`config.mk`:
```
export PLATFORM = sky130hd
export DESIGN_NAME = eth_rx_framer
export DESIGN_NICKNAME = d
export VERILOG_FILES = /design/src/rtl/eth_rx_framer.sv
export SDC_FILE = /design/constraint.sdc
export NUM_CORES = 1
export LEC_CHECK = 0
export BUFFER_PORTS_ARGS = -buffer_cell sky130_fd_sc_hd__buf_2
export CAP_MARGIN = 20
export CELL_PAD_IN_SITES_DETAIL_PLACEMENT = 2
export CELL_PAD_IN_SITES_GLOBAL_PLACEMENT = 2
export CORE_ASPECT_RATIO = 0.8
export CORE_MARGIN = 2
export CORE_UTILIZATION = 37
export DETAILED_ROUTE_END_ITERATION = 10
export HOLD_SLACK_MARGIN = 0.02
export PLACE_DENSITY_LB_ADDON = 0.15
export SLEW_MARGIN = 0
export SYNTH_ARGS = -nofsm -noshare
export SYNTH_HDL_FRONTEND = slang
export SYNTH_SLANG_ARGS = --single-unit
```
`constraint.sdc`:
```
create_clock -name dclk -period 2.6 [get_ports dclk]
set_input_delay 0.26 -clock dclk [delete_from_list [all_inputs] [get_ports dclk]]
set_output_delay 0.26 -clock dclk [all_outputs]
set_load 0.05 [all_outputs]
```
`src/rtl/eth_rx_framer.sv`:
```
// GMII receive framer: checks preamble/SFD, drops the trailing FCS and emits the frame body as a contiguous en burst.
// The body is delayed 4 sampled bytes when FCS stripping is on. There is no backpressure: the GMII stream cannot be stalled.
module eth_rx_framer #(
  parameter int MIN_PREAMBLE = 5,
  parameter int STRIP_FCS    = 1,
  parameter int MAX_LEN      = 1518
) (
  input  logic        dclk,
  input  logic        rst_n,
  input  logic        rx_dv,
  input  logic        rx_er,
  input  logic [7:0]  rxd,
  output logic [7:0]  data8b,
  output logic        en,
  output logic        sof,
  output logic        eof,
  output logic        frame_bad,
  output logic [15:0] frame_cnt,
  output logic [15:0] err_cnt
);

  localparam int LW = $clog2(MAX_LEN + 1);

  typedef enum logic [1:0] {
    S_IDLE = 2'd0,
    S_PRE  = 2'd1,
    S_PAY  = 2'd2,
    S_DROP = 2'd3
  } state_t;

  state_t          state_q, state_d;
  logic [2:0]      pcnt_q, pcnt_d;
  logic [3:0][7:0] dl_q, dl_d;
  logic [2:0]      dl_cnt_q, dl_cnt_d;
  logic [LW-1:0]   len_q, len_d;
  logic            bad_q, bad_d;
  logic [7:0]      data_q, data_d;
  logic            en_q, en_d;
  logic            sof_q, sof_d;
  logic            eof_q, eof_d;
  logic            fbad_q, fbad_d;
  logic [15:0]     frame_cnt_q, frame_cnt_d;
  logic [15:0]     err_cnt_q, err_cnt_d;
  logic            inc_frm, inc_err;
  logic            emit_vld;
  logic [7:0]      emit_dat;

  always_comb begin
    state_d  = state_q;
    pcnt_d   = pcnt_q;
    dl_d     = dl_q;
    dl_cnt_d = dl_cnt_q;
    len_d    = len_q;
    bad_d    = bad_q;
    data_d   = data_q;
    en_d     = 1'b0;
    sof_d    = 1'b0;
    eof_d    = 1'b0;
    fbad_d   = 1'b0;
    inc_frm  = 1'b0;
    inc_err  = 1'b0;
    emit_vld = 1'b0;
    emit_dat = rxd;

    case (state_q)
      S_IDLE: begin
        if (rx_dv) begin
          if (rxd == 8'h55) begin
            state_d = S_PRE;
            pcnt_d  = 3'd1;
          end else begin
            state_d = S_DROP;
            inc_err = 1'b1;
          end
        end
      end

      S_PRE: begin
        if (!rx_dv) begin
          state_d = S_IDLE;
          inc_err = 1'b1;
        end else if (rxd == 8'h55) begin
          if (pcnt_q != 3'd7) pcnt_d = pcnt_q + 3'd1;
        end else if (rxd == 8'hD5 && pcnt_q >= 3'(MIN_PREAMBLE)) begin
          state_d  = S_PAY;
          dl_cnt_d = 3'd0;
          len_d    = '0;
          bad_d    = 1'b0;
        end else begin
          state_d = S_DROP;
          inc_err = 1'b1;
        end
      end

      S_PAY: begin
        if (rx_dv) begin
          if (rx_er) bad_d = 1'b1;
          // The oldest of four held bytes is released only once it is known not to be FCS.
          if (STRIP_FCS != 0) begin
            dl_d = {dl_q[2:0], rxd};
            if (dl_cnt_q == 3'd4) begin
              emit_vld = 1'b1;
              emit_dat = dl_q[3];
            end else begin
              dl_cnt_d = dl_cnt_q + 3'd1;
            end
          end else begin
            emit_vld = 1'b1;
          end

          if (emit_vld) begin
            if (len_q == LW'(MAX_LEN)) begin
              state_d = S_DROP;
              eof_d   = 1'b1;
              fbad_d  = 1'b1;
              inc_err = 1'b1;
            end else begin
              en_d   = 1'b1;
              sof_d  = (len_q == '0);
              data_d = emit_dat;
              len_d  = len_q + LW'(1);
            end
          end
        end else begin
          // A frame that emitted nothing is a runt and is reported bad.
          state_d  = S_IDLE;
          dl_cnt_d = 3'd0;
          eof_d    = 1'b1;
          fbad_d   = bad_q || (len_q == '0);
          inc_err  = fbad_d;
          inc_frm  = !fbad_d;
        end
      end

      S_DROP: begin
        if (!rx_dv) state_d = S_IDLE;
      end

      default: state_d = S_IDLE;
    endcase

    frame_cnt_d = frame_cnt_q;
    err_cnt_d   = err_cnt_q;
    if (inc_frm && frame_cnt_q != 16'hFFFF) frame_cnt_d = frame_cnt_q + 16'd1;
    if (inc_err && err_cnt_q != 16'hFFFF)   err_cnt_d   = err_cnt_q + 16'd1;
  end

  always_ff @(posedge dclk or negedge rst_n) begin
    if (!rst_n) begin
      state_q     <= S_IDLE;
      pcnt_q      <= 3'd0;
      dl_q        <= '0;
      dl_cnt_q    <= 3'd0;
      len_q       <= '0;
      bad_q       <= 1'b0;
      data_q      <= 8'h00;
      en_q        <= 1'b0;
      sof_q       <= 1'b0;
      eof_q       <= 1'b0;
      fbad_q      <= 1'b0;
      frame_cnt_q <= 16'h0000;
      err_cnt_q   <= 16'h0000;
    end else begin
      state_q     <= state_d;
      pcnt_q      <= pcnt_d;
      dl_q        <= dl_d;
      dl_cnt_q    <= dl_cnt_d;
      len_q       <= len_d;
      bad_q       <= bad_d;
      data_q      <= data_d;
      en_q        <= en_d;
      sof_q       <= sof_d;
      eof_q       <= eof_d;
      fbad_q      <= fbad_d;
      frame_cnt_q <= frame_cnt_d;
      err_cnt_q   <= err_cnt_d;
    end
  end

  assign data8b    = data_q;
  assign en        = en_q;
  assign sof       = sof_q;
  assign eof       = eof_q;
  assign frame_bad = fbad_q;
  assign frame_cnt = frame_cnt_q;
  assign err_cnt   = err_cnt_q;

endmodule

```
==> impl_results.md, run 1 <==
* Syn_nets at 463
* Worst rel slew slack at 0.5704
* Synth Area per Inst at 10.15 µm²
* Startpoint types: flop
* XOR/XNOR share of the synthesized area at 0.06652
* GPL Wtd Cong at 0.7640
* Fin. max-slew vios at 0
* Vias in the first global route at 3647
* Post-synth top cells: 126 x nand2_1, 96 x dfrtp_1, 22 x xor2_1, 21 x nor2_1, 15 x nand3_1
* CP Data Required Time at 2.82 ns
* FP Rows at 35
* Least-Margin Pin Slew at 0.6444 ns
* Async set-reset flop share out of synthesis at 1.000
* Worst IR Drop VDD at 0.5943 mV
* Layout cell share with drive strength beyond 1 at 0.2249
* I/O Buffers at 55
* Area share of and/or/nand/nor cells after synthesis at 0.2320
* Post-route insts no fill at 655
* Placed Cells at 638
* DR iter-0 viols at 107
* Via count at 3394
* Distinct cells, synth at 53
* Chip Height at 102.4 µm
* Pwr dens at 852.6 mW/mm²
* Post-synthesis mux area share at 0.03522
* All-Layer GR Usage at 0.1834
* Top-area cell type share of the netlist area at 0.5366
* TritonCTS Buffers at 9
* Reg-to-reg endpoint: err_cnt[1]
* Worst R2R Setup Slack at 0.22 ns
* First-pass GRT wire length at 19050 µm
* Synth area leaders: dfrtp_1 54%, nand2_1 11%, xor2_1 4.3%, mux2_2 3.3%, ha_1 2.8%
* Min-Delay Startpoint: rxd[4]
* Synth Area in Adders at 0.02795
* Final Skew at 0.005825 ns
* Cell count after synthesis at 441
* DRC at 0
* Post-synth EDFFs at 0
* Post-DRT Antenna Nets at 0
* Leading area contributor after synthesis: dfrtp_1
* Post-synthesis compound-gate area fraction at 0.07658
* Period utilisation layout at 0.9171
* Vias per cell at 5.182
* Max FO, Critical Path at 17
* Max-cap violations at 0
* Ports at 56
* ANT cells at 0
* Routed Wire Length at 10970 µm
* Initial antenna violation count at 0
* Max frequency at 419.4 MHz
* Setup bufs post-CTS at 0
* Crit Reg-Reg Startpoint: len_q[0]
* HP Class: input port to flop
* Iteration count of the initial detailed-routing pass at 4
* R2R cell count at 7
* Critical Path End Type: flop
* Wire length per cell at 16.75 µm
* Most common cell in the netlist: nand2_1
* Die Area at 0.01300 mm²
* Clock Latency Late Sink at 0.34 ns
* Final Hold Viols at 0
* Final #Nets at 524
* Largest family of logic cells by synthesized area: simple AND/OR/NAND/NOR gates
* Worst hold stages at 3
* CP Data Arrival Time at 2.60 ns
* Setup TNS Final at 0 ns
* Post-synthesis register bit count at 96
* Largest net degree at the start of global routing at 50
* H-tree lvl count at 3
* Post-synthesis sequential area ratio at 0.5366
* DP Wirelength at 7928 µm
* Die Width at 127.0 µm
* Grt ovf at 0
* Status: completed
* Clock buffer depth at 2
* Total chip power at 0.004483 W
* CTS clk-pin slew, worst paths at 0.06 ns
* WHS Endpoint: dl_q[4]
* Ys Warns at 0
* Area Growth Syn to Fin at 17.47%
* WS Path Type: flop to flop
* Initial Util at 0.3843
* Leakage Power at 2.551 nW
* Core Footprint at 0.01165 mm²
* Clock Tree Root: clkbuf_16
* CTS tree: yes
* Synth Cell Area at 0.004477 mm²
* Final setup viols at 0
* RSZ-0062 raised after global routing: false
* Clock sinks at 96
* Tmin final at 2.385 ns
* Main synth FF type: dfrtp_1
layout by cell type (no fill, tap or decap), types with 2 or more instances in the layout:
cell and count:
nand2_1 126, dfrtp_1 96, buf_2 54, xor2_1 22, nor2_1 21, nand3_1 15, mux2_2 13, inv_1 12
xnor2_1 12, nand4_1 10, ha_1 10, nor3_1 9, clkbuf_16 9, buf_4 9, o21ai_0 8, a211oi_2 7
nor4_1 6, a21oi_1 6, and4_1 4, a2111oi_2 4, nand3b_1 4, nand2b_1 3, and3_1 3, or2_2 3
and2_1 2, nor4b_2 2, and3b_1 2, nand4b_1 2, nor3b_1 2, clkinvlp_4 2, clkbuf_8 2
timing repair:
item                                    4_1_cts  5_1_grt
hold buffers                                  1        0
endpoints found under the hold margin        47        0
gates resized for setup                       0        2
endpoints found under the setup margin        0        7
cell families (layout without fill, tap and decap cells):
group           after synthesis  after routing
compound gates               39             39
xor+xnor                     34             34
fa+ha+maj                    10             10
buf+inv                      27             93
flops                        96             96
mux                          14             14
simple gates                221            221
layer usage:
metal / global-route usage / up-vias / wire [µm]
met5: 0 / - / 0
met2: 0.2887 / 52 / 5065
met4: 0.03888 / 0 / 105
met1: 0.2652 / 1706 / 5481
li1: - / 1627 / -
met3: 0.03717 / 9 / 315
how the worst max path moves through the flow:
stage	startpoint	endpoint	slack [ns]	cells past startpoint
global placement	len_q[0]	err_cnt[14]	0.19	7
floorplan	err_cnt[0]	err_cnt[1]	0.39	6
global route	len_q[0]	err_cnt[1]	0.008	7
finish	len_q[0]	err_cnt[1]	0.22	7
CTS	len_q[0]	err_cnt[14]	0.06	7
detailed placement	len_q[0]	err_cnt[14]	0.12	7
final cells by class:
type,instances,area (µm²)
Tap cell,148,185.2
Inverter,12,45.04
Clock buffer,12,256.5
Clock inverter,4,28.78
Multi-Input combinational cell,318,1973
Timing Repair Buffer,65,367.9
Fill cell,1251,6390
Sequential cell,96,2402
state kept, by name, summed over array words and instances (netlist names):
signal,cells
bad_q,1
en,1
frame_bad,1
len_q,11
data8b,8
frame_cnt,16
eof,1
dl_q,32
pcnt_q,3
state_q,2
err_cnt,16
sof,1
dl_cnt_q,3
where the power goes:
group	total [W]	internal [W]	switching [W]
clock	0.00125	0.000701	0.000550
combinational	0.00120	0.000345	0.000857
sequential	0.00203	0.00177	0.000265
metrics by stage:
step                  util  area (µm²)  setup slack, ns  hold WS [ns]
floorplan                -        4477           0.3910      -0.03559
global placement    0.4251        4952           0.1894        0.3272
detailed placement  0.4251        4952           0.1206        0.3347
CTS                 0.4505        5248          0.06439        0.1258
global route        0.4515        5259         0.007999        0.1473
finish              0.4515        5259           0.2154        0.1352
critical path: stages, from the launching register on:
cell	delay, ns
dfrtp_1	0.40
inv_1	0.13
ha_1	0.17
nor4b_2	0.25
nand3_1	0.19
a221o_4	0.52
a21oi_1	0.26
mux2_1	0.34
(Power assumes the default switching activity.)
==> run 2, diff against run 1 <==
CORE_UTILIZATION = 33   (was 37)
CTS_CLUSTER_DIAMETER = 200   (was default)
clock period = 2 ns   (was 2.6 ns; I/O delays follow)
==> run 2 against run 1 <==
Effect of this change: the flow now finishes with violations (negative setup slack); power increased by 45%; via count grew 8.4%; register-to-register slack lost 0.50 ns; critical path depth is 1 higher; maximum frequency rose by 4.2%; sequential power up 31%; non-clock buffer count grew 57; first-iteration DRC count up 39%; final area rose by 16%; sequential share of layout area decreased by 6.0 points; combinational power rose by 71%; core utilization increased by 0.21 points; critical path type unchanged.
==> impl_results.md, run 2 (synthesis results as in run 1) <==
* Leakage Power at 2.903 nW
* Slowest CP cell: dfrtp_2
* Vias in the first global route at 4006
* Largest net degree at the start of global routing at 41
* Final setup viols at 17
* CTS tree: yes
* CP Data Arrival Time at 2.56 ns
* CTS clk-pin slew, worst paths at 0.07 ns
* Core Footprint at 0.01341 mm²
* Biggest register: dl_q
* DR iter-0 viols at 149
* Layout cell share with drive strength beyond 1 at 0.3558
* Via count at 3680
* Initial Util at 0.3339
* Max frequency at 437.0 MHz
* Initial antenna violation count at 0
* Die Area at 0.01452 mm²
* Min-Delay Startpoint: rxd[5]
* Worst rel slew slack at 0.6147
* Commonest non-fill, non-tap cell in the layout: nand2_1
* Post-DRT Antenna Nets at 0
* Cell Chain, Critical Path: inv_2, ha_4, nor4b_4, nand3_2, a221o_4, buf_4, a2111oi_4, xor2_1
* Grt ovf at 0
* I/O Buffers at 55
* DP Worst Slack at -0.2518 ns
* DRC at 0
* ANT cells at 0
* Largest register FFs at 32
* Most frequent cells in the layout: 126 x nand2_1, 87 x dfrtp_1, 58 x buf_4
* Clock sinks at 96
* Final #Nets at 583
* Violated checks: negative setup slack
* Reg-to-reg endpoint: err_cnt[15]
* Fill count at 1451
* Fin. max-slew vios at 0
* Clock buffer depth at 2
* Clock Latency Late Sink at 0.36 ns
* Worst R2R Setup Slack at -0.29 ns
* Area Growth Syn to Fin at 35.83%
* Worst IR Drop VDD at 0.6641 mV
* Die Width at 134.2 µm
* Chip Height at 108.2 µm
* Wire length per cell at 18.49 µm
* Period utilisation layout at 1.144
* Ports at 56
* Crit Reg-Reg Startpoint: len_q[1]
* Final setup margin at -0.2881 ns
* GPL Wtd Cong at 0.7894
* Critical Path End Type: flop
* CP Data Required Time at 2.27 ns
* All-Layer GR Usage at 0.1917
* Routed Wire Length at 13780 µm
* Iteration count of the initial detailed-routing pass at 4
* Final Hold Viols at 0
* HP Class: input port to flop
* Least-Margin Pin Slew at 0.5755 ns
* Final core utilization at 0.4535
* Tmin final at 2.288 ns
* WS Path Type: flop to flop
* RSZ-0062 raised after global routing: true
* Max FO, Critical Path at 4
* FP Rows at 38
* TritonCTS Buffers at 9
* DP Wirelength at 8740 µm
* Vias per cell at 4.940
* Multi-input gate area at 0.002251 mm²
* Final Skew at 0.009309 ns
* Status: finished, violations left
* First-pass GRT wire length at 21620 µm
* R2R cell count at 8
* Largest incremental delay on the critical path at 0.44 ns
* Storage element area at 0.002414 mm²
* Clock Tree Root: clkbuf_16
* Pwr dens at 1072 mW/mm²
* WHS Endpoint: dl_q[5]
* Startpoint types: flop
* Worst hold stages at 3
* H-tree lvl count at 3
* Max-cap violations at 0
[run 2: repair_timing]
action                                  CTS  global route
hold endpoints to repair                 16             0
endpoints found under the setup margin   32            43
pin swaps                                 9            18
cloned                                    1             2
gates resized for setup                  21            34
setup buffers                             6            11
hold buffers                              1             0
[run 2: final cells by class]
cell class                      count  area share
Timing Repair Buffer              122      0.1387
Multi-Input combinational cell    320      0.3702
Inverter                           12    0.007407
Clock buffer                       11     0.03827
Clock inverter                      4     0.01152
Tap cell                          180     0.03704
Sequential cell                    96      0.3969
[run 2: how the worst max path moves through the flow]
stage / slack [ns] / depth (start not counted) / startpoint / end
after detailed placement: -0.25 / 7 / len_q[1] / err_cnt[14]
after global routing: -0.34 / 8 / len_q[1] / err_cnt[8]
after floorplan: -0.04 / 7 / len_q[0] / err_cnt[14]
final: -0.29 / 8 / len_q[1] / err_cnt[15]
after CTS: -0.17 / 7 / len_q[0] / err_cnt[14]
after global placement: -0.12 / 7 / len_q[1] / err_cnt[14]
[run 2: stage by stage]
step / instances / hold slack [ns] / area (µm²) / TNS (ns) / total power [W]
6_report: 745 / 0.06003 / 6081 / -3.838 / 0.006520
3_3_place_gp: 710 / 0.1027 / 5328 / -0.8438 / 0.004344
5_1_grt: 745 / 0.05619 / 6081 / -5.816 / 0.006879
3_5_place_dp: 710 / 0.1052 / 5328 / -3.011 / 0.004438
4_1_cts: 733 / 0.05182 / 5812 / -1.564 / 0.006430
2_1_floorplan: 441 / -0.09559 / 4521 / -0.1406 / 0.003777
[run 2: power breakdown]
group	internal [W]	switching [W]	total, W
Sequential	0.00231	0.000340	0.00265
Combinational	0.000736	0.00132	0.00205
Clock	0.00109	0.000733	0.00182
Total	0.00413	0.00239	0.00652
[run 2: layer usage]
metal	vias up	share of wire	global-route usage
met1	1877	0.47	0.2596
met3	8	0.025	0.04360
met5	-	0	0
met2	46	0.50	0.3090
met4	0	0.010	0.05639
li1	1749	-	-
[run 2: critical path: cells and delay by family (launching register included)]
kind / cells / cell delay, ns
XOR/XNOR: 1 / 0.18
adder cells (fa/ha/maj): 1 / 0.12
AO/OA/AOI/OAI: 2 / 0.81
flip-flops: 1 / 0.44
AND/OR/NAND/NOR: 2 / 0.40
buffers and inverters: 2 / 0.24
